File: config.mk
export PLATFORM = sky130hd
export DESIGN_NAME = axi4_rr_arbiter_2to1
export DESIGN_NICKNAME = d
export VERILOG_FILES = /design/src/rtl/axi4_arb_pkg.sv /design/src/rtl/axi4_rr_arbiter_2to1_rr_pick2.sv /design/src/rtl/axi4_rr_arbiter_2to1.sv
export SDC_FILE = /design/constraint.sdc
export NUM_CORES = 1
export LEC_CHECK = 0
export BUFFER_PORTS_ARGS = -buffer_cell sky130_fd_sc_hd__buf_2
export CAP_MARGIN = 20
export CORE_MARGIN = 2
export CORE_UTILIZATION = 35
export CTS_CLUSTER_SIZE = 28
export DETAILED_ROUTE_END_ITERATION = 8
export GPL_TIMING_DRIVEN = 0
export PLACE_DENSITY = 0.89
export SETUP_SLACK_MARGIN = 0.1
export SYNTH_ARGS = -nofsm -noshare
export SYNTH_HDL_FRONTEND = slang
export SYNTH_SLANG_ARGS = --single-unit
File: constraint.sdc
create_clock -name clk -period 1.9 [get_ports clk]
set_input_delay 0.285 -clock clk [delete_from_list [all_inputs] [get_ports clk]]
set_output_delay 0.285 -clock clk [all_outputs]
set_load 0.01 [all_outputs]
File: src/rtl/axi4_arb_pkg.sv
// Shared types for the two-master AXI4-subset arbiter: per-path FSM states
// and the master count.
package axi4_arb_pkg;

  localparam int NM = 2;

  typedef enum logic [1:0] {
    W_IDLE,
    W_ADDR,
    W_DATA,
    W_RESP
  } wr_state_t;

  typedef enum logic [1:0] {
    R_IDLE,
    R_ADDR,
    R_DATA
  } rd_state_t;

  function automatic logic [NM-1:0] onehot2(input logic idx);
    return idx ? 2'b10 : 2'b01;
  endfunction

endpackage

File: src/rtl/axi4_rr_arbiter_2to1_rr_pick2.sv
// Two-way round-robin picker: remembers the last master served and prefers
// the other one whenever both request.
module rr_pick2
  import axi4_arb_pkg::*;
(
  input  logic          clk,
  input  logic          _rst,
  input  logic [NM-1:0] i_req,
  input  logic          i_update,
  input  logic          i_upd_idx,
  output logic          o_gnt_idx
);

  logic r_last;

  // Starts as "master 1 served last" so master 0 wins the first contest.
  // NOTE: flops use non-blocking assignments so every register samples the
  // pre-edge values, independent of block evaluation order.
  always_ff @(posedge clk or negedge _rst) begin
    if (!_rst) begin
      r_last <= 1'b1;
    end else if (i_update) begin
      r_last <= i_upd_idx;
    end
  end

  assign o_gnt_idx = i_req[~r_last] ? ~r_last : r_last;

endmodule

File: src/rtl/axi4_rr_arbiter_2to1.sv
// Two-master to one-slave AXI4-subset arbiter. Write (AW/W/B) and read (AR/R)
// paths are arbitrated independently; a grant covers one whole transaction.
module axi4_rr_arbiter_2to1
  import axi4_arb_pkg::*;
#(
  parameter int ASZ = 2,
  parameter int DSZ = 8
) (
  input  logic             clk,
  input  logic             _rst,
  // master side, write
  input  logic [2*ASZ-1:0] m_awaddr,
  input  logic [1:0]       m_awvalid,
  output logic [1:0]       m_awready,
  input  logic [2*DSZ-1:0] m_wdata,
  input  logic [1:0]       m_wvalid,
  input  logic [1:0]       m_wlast,
  output logic [1:0]       m_wready,
  output logic [1:0]       m_bresp,
  output logic [1:0]       m_bvalid,
  input  logic [1:0]       m_bready,
  // master side, read
  input  logic [2*ASZ-1:0] m_araddr,
  input  logic [1:0]       m_arvalid,
  output logic [1:0]       m_arready,
  output logic [DSZ-1:0]   m_rdata,
  output logic             m_rlast,
  output logic             m_rresp,
  output logic [1:0]       m_rvalid,
  input  logic [1:0]       m_rready,
  // slave side, write
  output logic [ASZ-1:0]   s_awaddr,
  output logic             s_awvalid,
  input  logic             s_awready,
  output logic [DSZ-1:0]   s_wdata,
  output logic             s_wvalid,
  output logic             s_wlast,
  input  logic             s_wready,
  input  logic             s_bresp,
  input  logic             s_bvalid,
  output logic             s_bready,
  // slave side, read
  output logic [ASZ-1:0]   s_araddr,
  output logic             s_arvalid,
  input  logic             s_arready,
  input  logic [DSZ-1:0]   s_rdata,
  input  logic             s_rvalid,
  input  logic             s_rlast,
  input  logic             s_rresp,
  output logic             s_rready,
  // ownership
  output logic [1:0]       wr_gnt,
  output logic [1:0]       rd_gnt
);

  // ---------------------------------------------------------------- write path
  wr_state_t r_wr_state;
  logic      r_wr_g;
  logic [1:0] r_wr_gnt;
  logic      w_wr_pick;
  logic      w_wr_done;

  logic [ASZ-1:0] w_awaddr_g;
  logic [DSZ-1:0] w_wdata_g;

  assign w_wr_done  = (r_wr_state == W_RESP) && s_bvalid && s_bready;
  assign w_awaddr_g = r_wr_g ? m_awaddr[ASZ +: ASZ] : m_awaddr[0 +: ASZ];
  assign w_wdata_g  = r_wr_g ? m_wdata[DSZ +: DSZ]  : m_wdata[0 +: DSZ];

  rr_pick2 u_wr_pick (
    .clk       (clk),
    ._rst      (_rst),
    .i_req     (m_awvalid),
    .i_update  (w_wr_done),
    .i_upd_idx (r_wr_g),
    .o_gnt_idx (w_wr_pick)
  );

  always_ff @(posedge clk or negedge _rst) begin
    if (!_rst) begin
      r_wr_state <= W_IDLE;
      r_wr_g     <= 1'b0;
      r_wr_gnt   <= '0;
    end else begin
      case (r_wr_state)
        W_IDLE: if (|m_awvalid) begin
          r_wr_g     <= w_wr_pick;
          r_wr_gnt   <= onehot2(w_wr_pick);
          r_wr_state <= W_ADDR;
        end
        W_ADDR: if (s_awvalid && s_awready) r_wr_state <= W_DATA;
        W_DATA: if (s_wvalid && s_wready && s_wlast) r_wr_state <= W_RESP;
        W_RESP: if (w_wr_done) begin
          r_wr_gnt   <= '0;
          r_wr_state <= W_IDLE;
        end
        default: r_wr_state <= W_IDLE;
      endcase
    end
  end

  // Zero-latency routing between the owner and the slave; only the channel
  // of the current state is open, everything else reads as 0.
  // NOTE: every output gets a default before the case so no latch is
  // inferred for states that leave a signal untouched.
  always_comb begin
    s_awaddr  = '0;
    s_awvalid = 1'b0;
    s_wdata   = '0;
    s_wvalid  = 1'b0;
    s_wlast   = 1'b0;
    s_bready  = 1'b0;
    m_awready = '0;
    m_wready  = '0;
    m_bvalid  = '0;
    m_bresp   = '0;
    case (r_wr_state)
      W_ADDR: begin
        s_awaddr  = w_awaddr_g;
        s_awvalid = m_awvalid[r_wr_g];
        m_awready = r_wr_gnt & {2{s_awready}};
      end
      W_DATA: begin
        s_wdata  = w_wdata_g;
        s_wvalid = m_wvalid[r_wr_g];
        s_wlast  = m_wlast[r_wr_g];
        m_wready = r_wr_gnt & {2{s_wready}};
      end
      W_RESP: begin
        s_bready = m_bready[r_wr_g];
        m_bvalid = r_wr_gnt & {2{s_bvalid}};
        m_bresp  = r_wr_gnt & {2{s_bresp}};
      end
      default: ;
    endcase
  end

  assign wr_gnt = r_wr_gnt;

  // ----------------------------------------------------------------- read path
  rd_state_t r_rd_state;
  logic      r_rd_g;
  logic [1:0] r_rd_gnt;
  logic      w_rd_pick;
  logic      w_rd_done;

  logic [ASZ-1:0] w_araddr_g;

  assign w_rd_done  = (r_rd_state == R_DATA) && s_rvalid && s_rready && s_rlast;
  assign w_araddr_g = r_rd_g ? m_araddr[ASZ +: ASZ] : m_araddr[0 +: ASZ];

  rr_pick2 u_rd_pick (
    .clk       (clk),
    ._rst      (_rst),
    .i_req     (m_arvalid),
    .i_update  (w_rd_done),
    .i_upd_idx (r_rd_g),
    .o_gnt_idx (w_rd_pick)
  );

  always_ff @(posedge clk or negedge _rst) begin
    if (!_rst) begin
      r_rd_state <= R_IDLE;
      r_rd_g     <= 1'b0;
      r_rd_gnt   <= '0;
    end else begin
      case (r_rd_state)
        R_IDLE: if (|m_arvalid) begin
          r_rd_g     <= w_rd_pick;
          r_rd_gnt   <= onehot2(w_rd_pick);
          r_rd_state <= R_ADDR;
        end
        R_ADDR: if (s_arvalid && s_arready) r_rd_state <= R_DATA;
        R_DATA: if (w_rd_done) begin
          r_rd_gnt   <= '0;
          r_rd_state <= R_IDLE;
        end
        default: r_rd_state <= R_IDLE;
      endcase
    end
  end

  // Read data, last and resp are broadcast; only rvalid is steered.
  always_comb begin
    s_araddr  = '0;
    s_arvalid = 1'b0;
    s_rready  = 1'b0;
    m_arready = '0;
    m_rvalid  = '0;
    m_rdata   = '0;
    m_rlast   = 1'b0;
    m_rresp   = 1'b0;
    case (r_rd_state)
      R_ADDR: begin
        s_araddr  = w_araddr_g;
        s_arvalid = m_arvalid[r_rd_g];
        m_arready = r_rd_gnt & {2{s_arready}};
      end
      R_DATA: begin
        s_rready = m_rready[r_rd_g];
        m_rvalid = r_rd_gnt & {2{s_rvalid}};
        m_rdata  = s_rdata;
        m_rlast  = s_rlast;
        m_rresp  = s_rresp;
      end
      default: ;
    endcase
  end

  assign rd_gnt = r_rd_gnt;

endmodule

; ---- Word-level counts from Yosys, hierarchy flattened
; Cells that the tools add are included.
[classes]
n_mux = 54
eq_ne = 12
n_lt_le_gt_ge = 4
n_reduce_logical = 21
n_bitwise = 8
[op_table]
columns = op, count
row1 = 2-bit 2-to-1 mux, 21
row2 = 1-bit 2-to-1 mux, 26
row3 = 8-bit 2-to-1 mux, 3
row4 = 2-bit bitwise AND, 6
row5 = 2-bit != test (second input constant), 5
row6 = 1-bit logical AND, 9
row7 = 3-bit AND reduction, 3
row8 = 1-bit by 2-bit < comparator with 1-bit output (second input constant), 4
row9 = 2-bit one-hot mux with 2 select lines, 2
row10 = 2-bit one-hot mux with 4 select lines, 1
row11 = 2-bit equality test (second input constant), 3
row12 = 2-bit one-hot mux with 3 select lines, 1
row13 = 2-bit by 1-bit equality test with 1-bit output (second input constant), 2
row14 = 2-bit logical NOT, 2
row15 = 2-bit by 1-bit != test with 1-bit output (second input constant), 2
row16 = 2-bit AND reduction, 2
row17 = 4-bit AND reduction, 1
row18 = 2-bit nonzero test, 2
row19 = 2-bit OR reduction, 2
row20 = 1-bit NOT, 2
[word_totals]
input_bits = 54
wordCells = 107
out_inout_bits = 44
regBits = 12

; ---- Logic depth before layout (Yosys ltp)
[logic_depth]
ltp_word = 7
depth_mapped = 6
mapped_depth_nobuf = 5

; ---- Cells and area by module
; Synthesis repeated with hierarchy kept, for this count alone.
[hier_totals]
hier_cells = 127
area_unflattened_um2 = 1149.9
[by_module_without_submodules]
columns = mod, n_inst, seq_area_each_um2, area_per_inst_um2, cells_each
row1 = axi4_rr_arbiter_2to1, 1, 250.2, 1039.7, 119
row2 = rr_pick2, 2, 26.3, 55.1, 4

; ---- Worst setup path after synthesis
; OpenSTA, ideal clock, no wires.
[synth_path]
kind = flip-flop to flip-flop
from = register r_wr_state[0]
to = register r_wr_state[1]
setup_slack_ns = 0.162
path_stages_with_launch = 7
synth_period_minus_slack_ns = 1.738
t_required_ns = 1.775
arrival_ns = 1.613
path_buffers = 1
setup_ns = 0.125
cell_sequence = dfrtp_1 -> ha_1 -> clkbuf_1 -> a21boi_0 -> a221oi_2 -> nand3_2 -> mux2_4
[synth_between]
elab_chain_cells = 6
elab_cells_between_ends = 19
cone_classes = eq/ne (7) / mux (5) / reduce/logical (7)
[synth_lines]
columns = element, line_no
row1 = from (decl), axi4_rr_arbiter_2to1.sv:57  ; wr_state_t r_wr_state;
row2 = from (signal assigned), axi4_rr_arbiter_2to1.sv:81  ; r_wr_state <= W_IDLE;
row3 = from (signal assigned), axi4_rr_arbiter_2to1.sv:89  ; r_wr_state <= W_ADDR;
row4 = from (signal assigned), axi4_rr_arbiter_2to1.sv:91  ; W_ADDR: if (s_awvalid && s_awready) r_wr_state <= W_DATA;
row5 = 2-bit equality test, "axi4_rr_arbiter_2to1.sv:85, axi4_rr_arbiter_2to1.sv:117"
row6 = 1-bit 2-to-1 mux, axi4_rr_arbiter_2to1.sv:117  ; case (r_wr_state)
row7 = 1-bit logical AND (2 in a row), axi4_rr_arbiter_2to1.sv:92  ; W_DATA: if (s_wvalid && s_wready && s_wlast) r_wr_state <= W_RESP;
row8 = 2-bit != test (no source line), n/a
row9 = 4-bit AND reduction (no source line), n/a
; Parallel ways exist; a longest one is shown, timed or not.
; A chain may end at the register's enable or synchronous reset.

; ---- Final worst setup path
[layout_path]
from = register r_wr_state[1]
to = register r_wr_state[1]
; The elaborated chain is that of the path after synthesis.

==> impl_metrics.py <==
metrics = {
    "synthesis": {
        "synth_fp_nets": 198,
        "synthCells": 139,
        "ys.flop_type": "dfrtp_1",
        "syn_area_um2": 1166,
        "seq_area_frac_synth_pct": 25.97,
        "synth_edf_count": 0,
        "ys_seq_elements": 12,
        "synth.avg_cell_area_um2": 8.389,
        "ys_warn_count": 0,
        "ys_types": 32,
        "synthArstFlopShare_pct": 100.0,
    },
    "routing": {
        "dr_total_vias": 1389,
        "wirelength_mm": 3.591,
        "postRouteAntennaNets": 0,
        "route.detailed.drc": 0,
        "first_iter_violations": 28,
        "via_per_inst": 4.840,
        "first_pass_iters": 4,
        "wire_per_inst_um": 12.51,
    },
    "clocking": {
        "cts_sinks": 12,
        "clk_pin_slew_worst_paths_ns": 0.08,
        "clkLatencyLatePin_ns": 0.29,
        "tritoncts": "built",
        "cts-buffers-inserted": 3,
        "cts.path.max_buffers": 2,
        "cts_root_buf": "clkbuf_4",
        "htreeDepth": 1,
    },
    "worst_setup_path": {
        "cp_slowest_cell": "dfrtp_1",
        "r2r_slack_ns": 0.16,
        "start_kind": "flip-flop",
        "arrival_ns": 1.91,
        "cp_cell_sequence": "inv_1 -> ha_1 -> a221oi_4 -> nand3_2 -> mux2_4",
        "critical_path_class": "reg -> reg",
        "cpPeakStageDelay_ns": 0.43,
        "cp-end-kind": "flip-flop",
        "path_max_fanout": 7,
        "crit_required_ns": 2.07,
        "reg2reg_depth": 5,
    },
    "die": {
        "ios": 98,
        "num_rows": 20,
        "die_w_um": 61.72,
        "core_area_um2": 3103,
        "die_height_um": 61.72,
        "initial_core_util_pct": 37.58,
        "dieArea_um2": 3809,
    },
    "worst_hold_path": {
        "hold_class": "in -> reg",
        "holdPathStages": 2,
    },
    "global_routing": {
        "grt_pass1_vias": 1179,
        "grt.overflow.total": 0,
        "antenna_found_initial": 0,
        "track_usage_pct": 18.23,
        "grt_max_degree": 13,
        "grt_pass1_wl_mm": 5.292,
    },
    "timing": {
        "max-slew-margin-rel_pct": 77.90,
        "tns_ns": 0,
        "worst_slew_pin_slew_ns": 0.3223,
        "setup_viol": 0,
        "hold_viol_final": 0,
        "grt_setup_unrepaired": "yes",
        "fin_skew_ns": 0.01298,
        "holdWs_ns": 0.2151,
        "clock.fmax_mhz": 573.3,
        "slew_viol_final": 0,
        "fin_crit_ns": 1.744,
        "post-route-period-util_pct": 91.80,
    },
    "finish": {
        "multi_input_area_um2": 822.0,
        "synthToLayoutAreaGrowth_pct": 55.47,
        "final_nets": 303,
        "diodes": 0,
        "layout_commonest_cell": "buf_2",
        "final_cell_mix": "97 x buf_2, 19 x mux2i_1, 15 x nor2b_1",
        "fillers": 289,
        "seq_area_um2": 302.8,
        "drive_gt1_share_pct": 48.97,
    },
    "status": {
        "status": "finished, final reports clean",
    },
    "placement": {
        "dpl.hpwl_mm": 2.984,
        "place_congestion": 0.9320,
        "io_buffers": 97,
    },
    "run": {
        "maxCapViolCount": 0,
    },
    "power": {
        "power.density_nw_per_um2": 1287,
        "irDropWorstVdd_mv": 0.5854,
        "p_total_mw": 2.333,
        "p_leak_nw": 1.094,
    },
}
-- final cells by class --
class / count / share of cell area (%)
multi-input combinational: 112 / 45.34
timing repair buffer: 102 / 28.99
sequential: 12 / 16.70
tap: 44 / 3.037
buffer: 5 / 2.277
clock buffer: 4 / 2.001
inverter: 8 / 1.656
-- through the flow --
step | utilization [%] | setup WS [ns] | std cells | area [um2]
after floorplan | - | 0.1622 | 139 | 1166
after global placement | 55.00 | 0.004507 | 280 | 1707
after detailed placement | 55.00 | -0.03339 | 280 | 1707
after CTS | 57.54 | 0.1116 | 286 | 1785
after global routing | 58.43 | 0.07583 | 287 | 1813
final | 58.43 | 0.1558 | 287 | 1813
-- power by group --
| group | switching, mW | internal, mW | leakage [nW] |
|---|---|---|---|
| Combinational | 0.802 | 0.801 | 0.933 |
| Sequential | 0.149 | 0.371 | 0.140 |
| Clock | 0.0920 | 0.117 | 0.0210 |
-- kinds of logic after synthesis --
group	Yosys count	share of synthesized area [%]
AOI/OAI and AO/OA	23	13.63
adders and majority gates	5	5.365
buffers and inverters	15	5.579
DFF	12	25.97
muxes	21	18.56
and+or+nand+nor	63	30.90
-- flip-flops by register name (all words and copies together), names as in the netlist --
signal            count
r_rd_g                1
r_rd_state            2
r_wr_g                1
r_wr_state            2
rd_gnt                2
u_rd_pick.r_last      1
u_wr_pick.r_last      1
wr_gnt                2
-- final timing paths --
| path | startpoint | endpoint |
|---|---|---|
| setup reg to reg | r_wr_state[1]$_DFFE_PN0P_ | r_wr_state[1]$_DFFE_PN0P_ |
| setup / recovery | r_wr_state[1]$_DFFE_PN0P_ | r_wr_state[1]$_DFFE_PN0P_ |
| hold / removal | m_awvalid[0] | r_wr_g$_DFFE_PN0P_ |
| max in group asynchronous | _rst | u_rd_pick.r_last$_DFFE_PN1P_ |
| min in group asynchronous | _rst | r_rd_state[0]$_DFFE_PN0P_ |
| hold reg to reg | u_rd_pick.r_last$_DFFE_PN1P_ | u_rd_pick.r_last$_DFFE_PN1P_ |
-- critical path: cells and delay by family, from the launching register on --
family                     cells  cell delay, ns
DFF                            1            0.43
AOI/OAI and AO/OA              1            0.34
muxes                          1            0.32
adders and majority gates      1            0.30
and+or+nand+nor                1            0.15
buffers and inverters          1            0.09
-- metal layers --
| layer | track usage [%] | share of wire, % | up-vias |
|---|---|---|---|
| met5 | 0 | 0 | - |
| met4 | 3.951 | 1.5 | 0 |
| met3 | 5.176 | 3.2 | 6 |
| met2 | 31.43 | 56 | 20 |
| met1 | 22.72 | 39 | 665 |
| li1 | - | - | 698 |
-- Yosys cell counts (all sizes together), types with 3 or more instances --
library cell	n	area [um2]
a31oi	3	18.77
inv	8	30.03
nor2b	16	100.1
o21ai	4	20.01
and2	10	62.56
nand2b	4	25.02
nor2	11	41.29
ha	5	62.56
mux2i	19	190.2
dfrtp	10	250.2
a21oi	5	25.02
nand2	3	11.26
nor3	3	15.01
and3	12	75.07
clkbuf	5	18.77
-- timing repair --
| item | CTS | global route |
|---|---|---|
| endpoints found under the setup margin | 30 | 24 |
| pin swaps | 0 | 0 |
| setup buffers | 2 | 2 |
| endpoints found under the hold margin | 10 | 0 |
| hold buffers | 1 | 0 |
| gates resized for setup | 9 | 9 |
No activity file was read; power rests on OpenSTA's default activity.
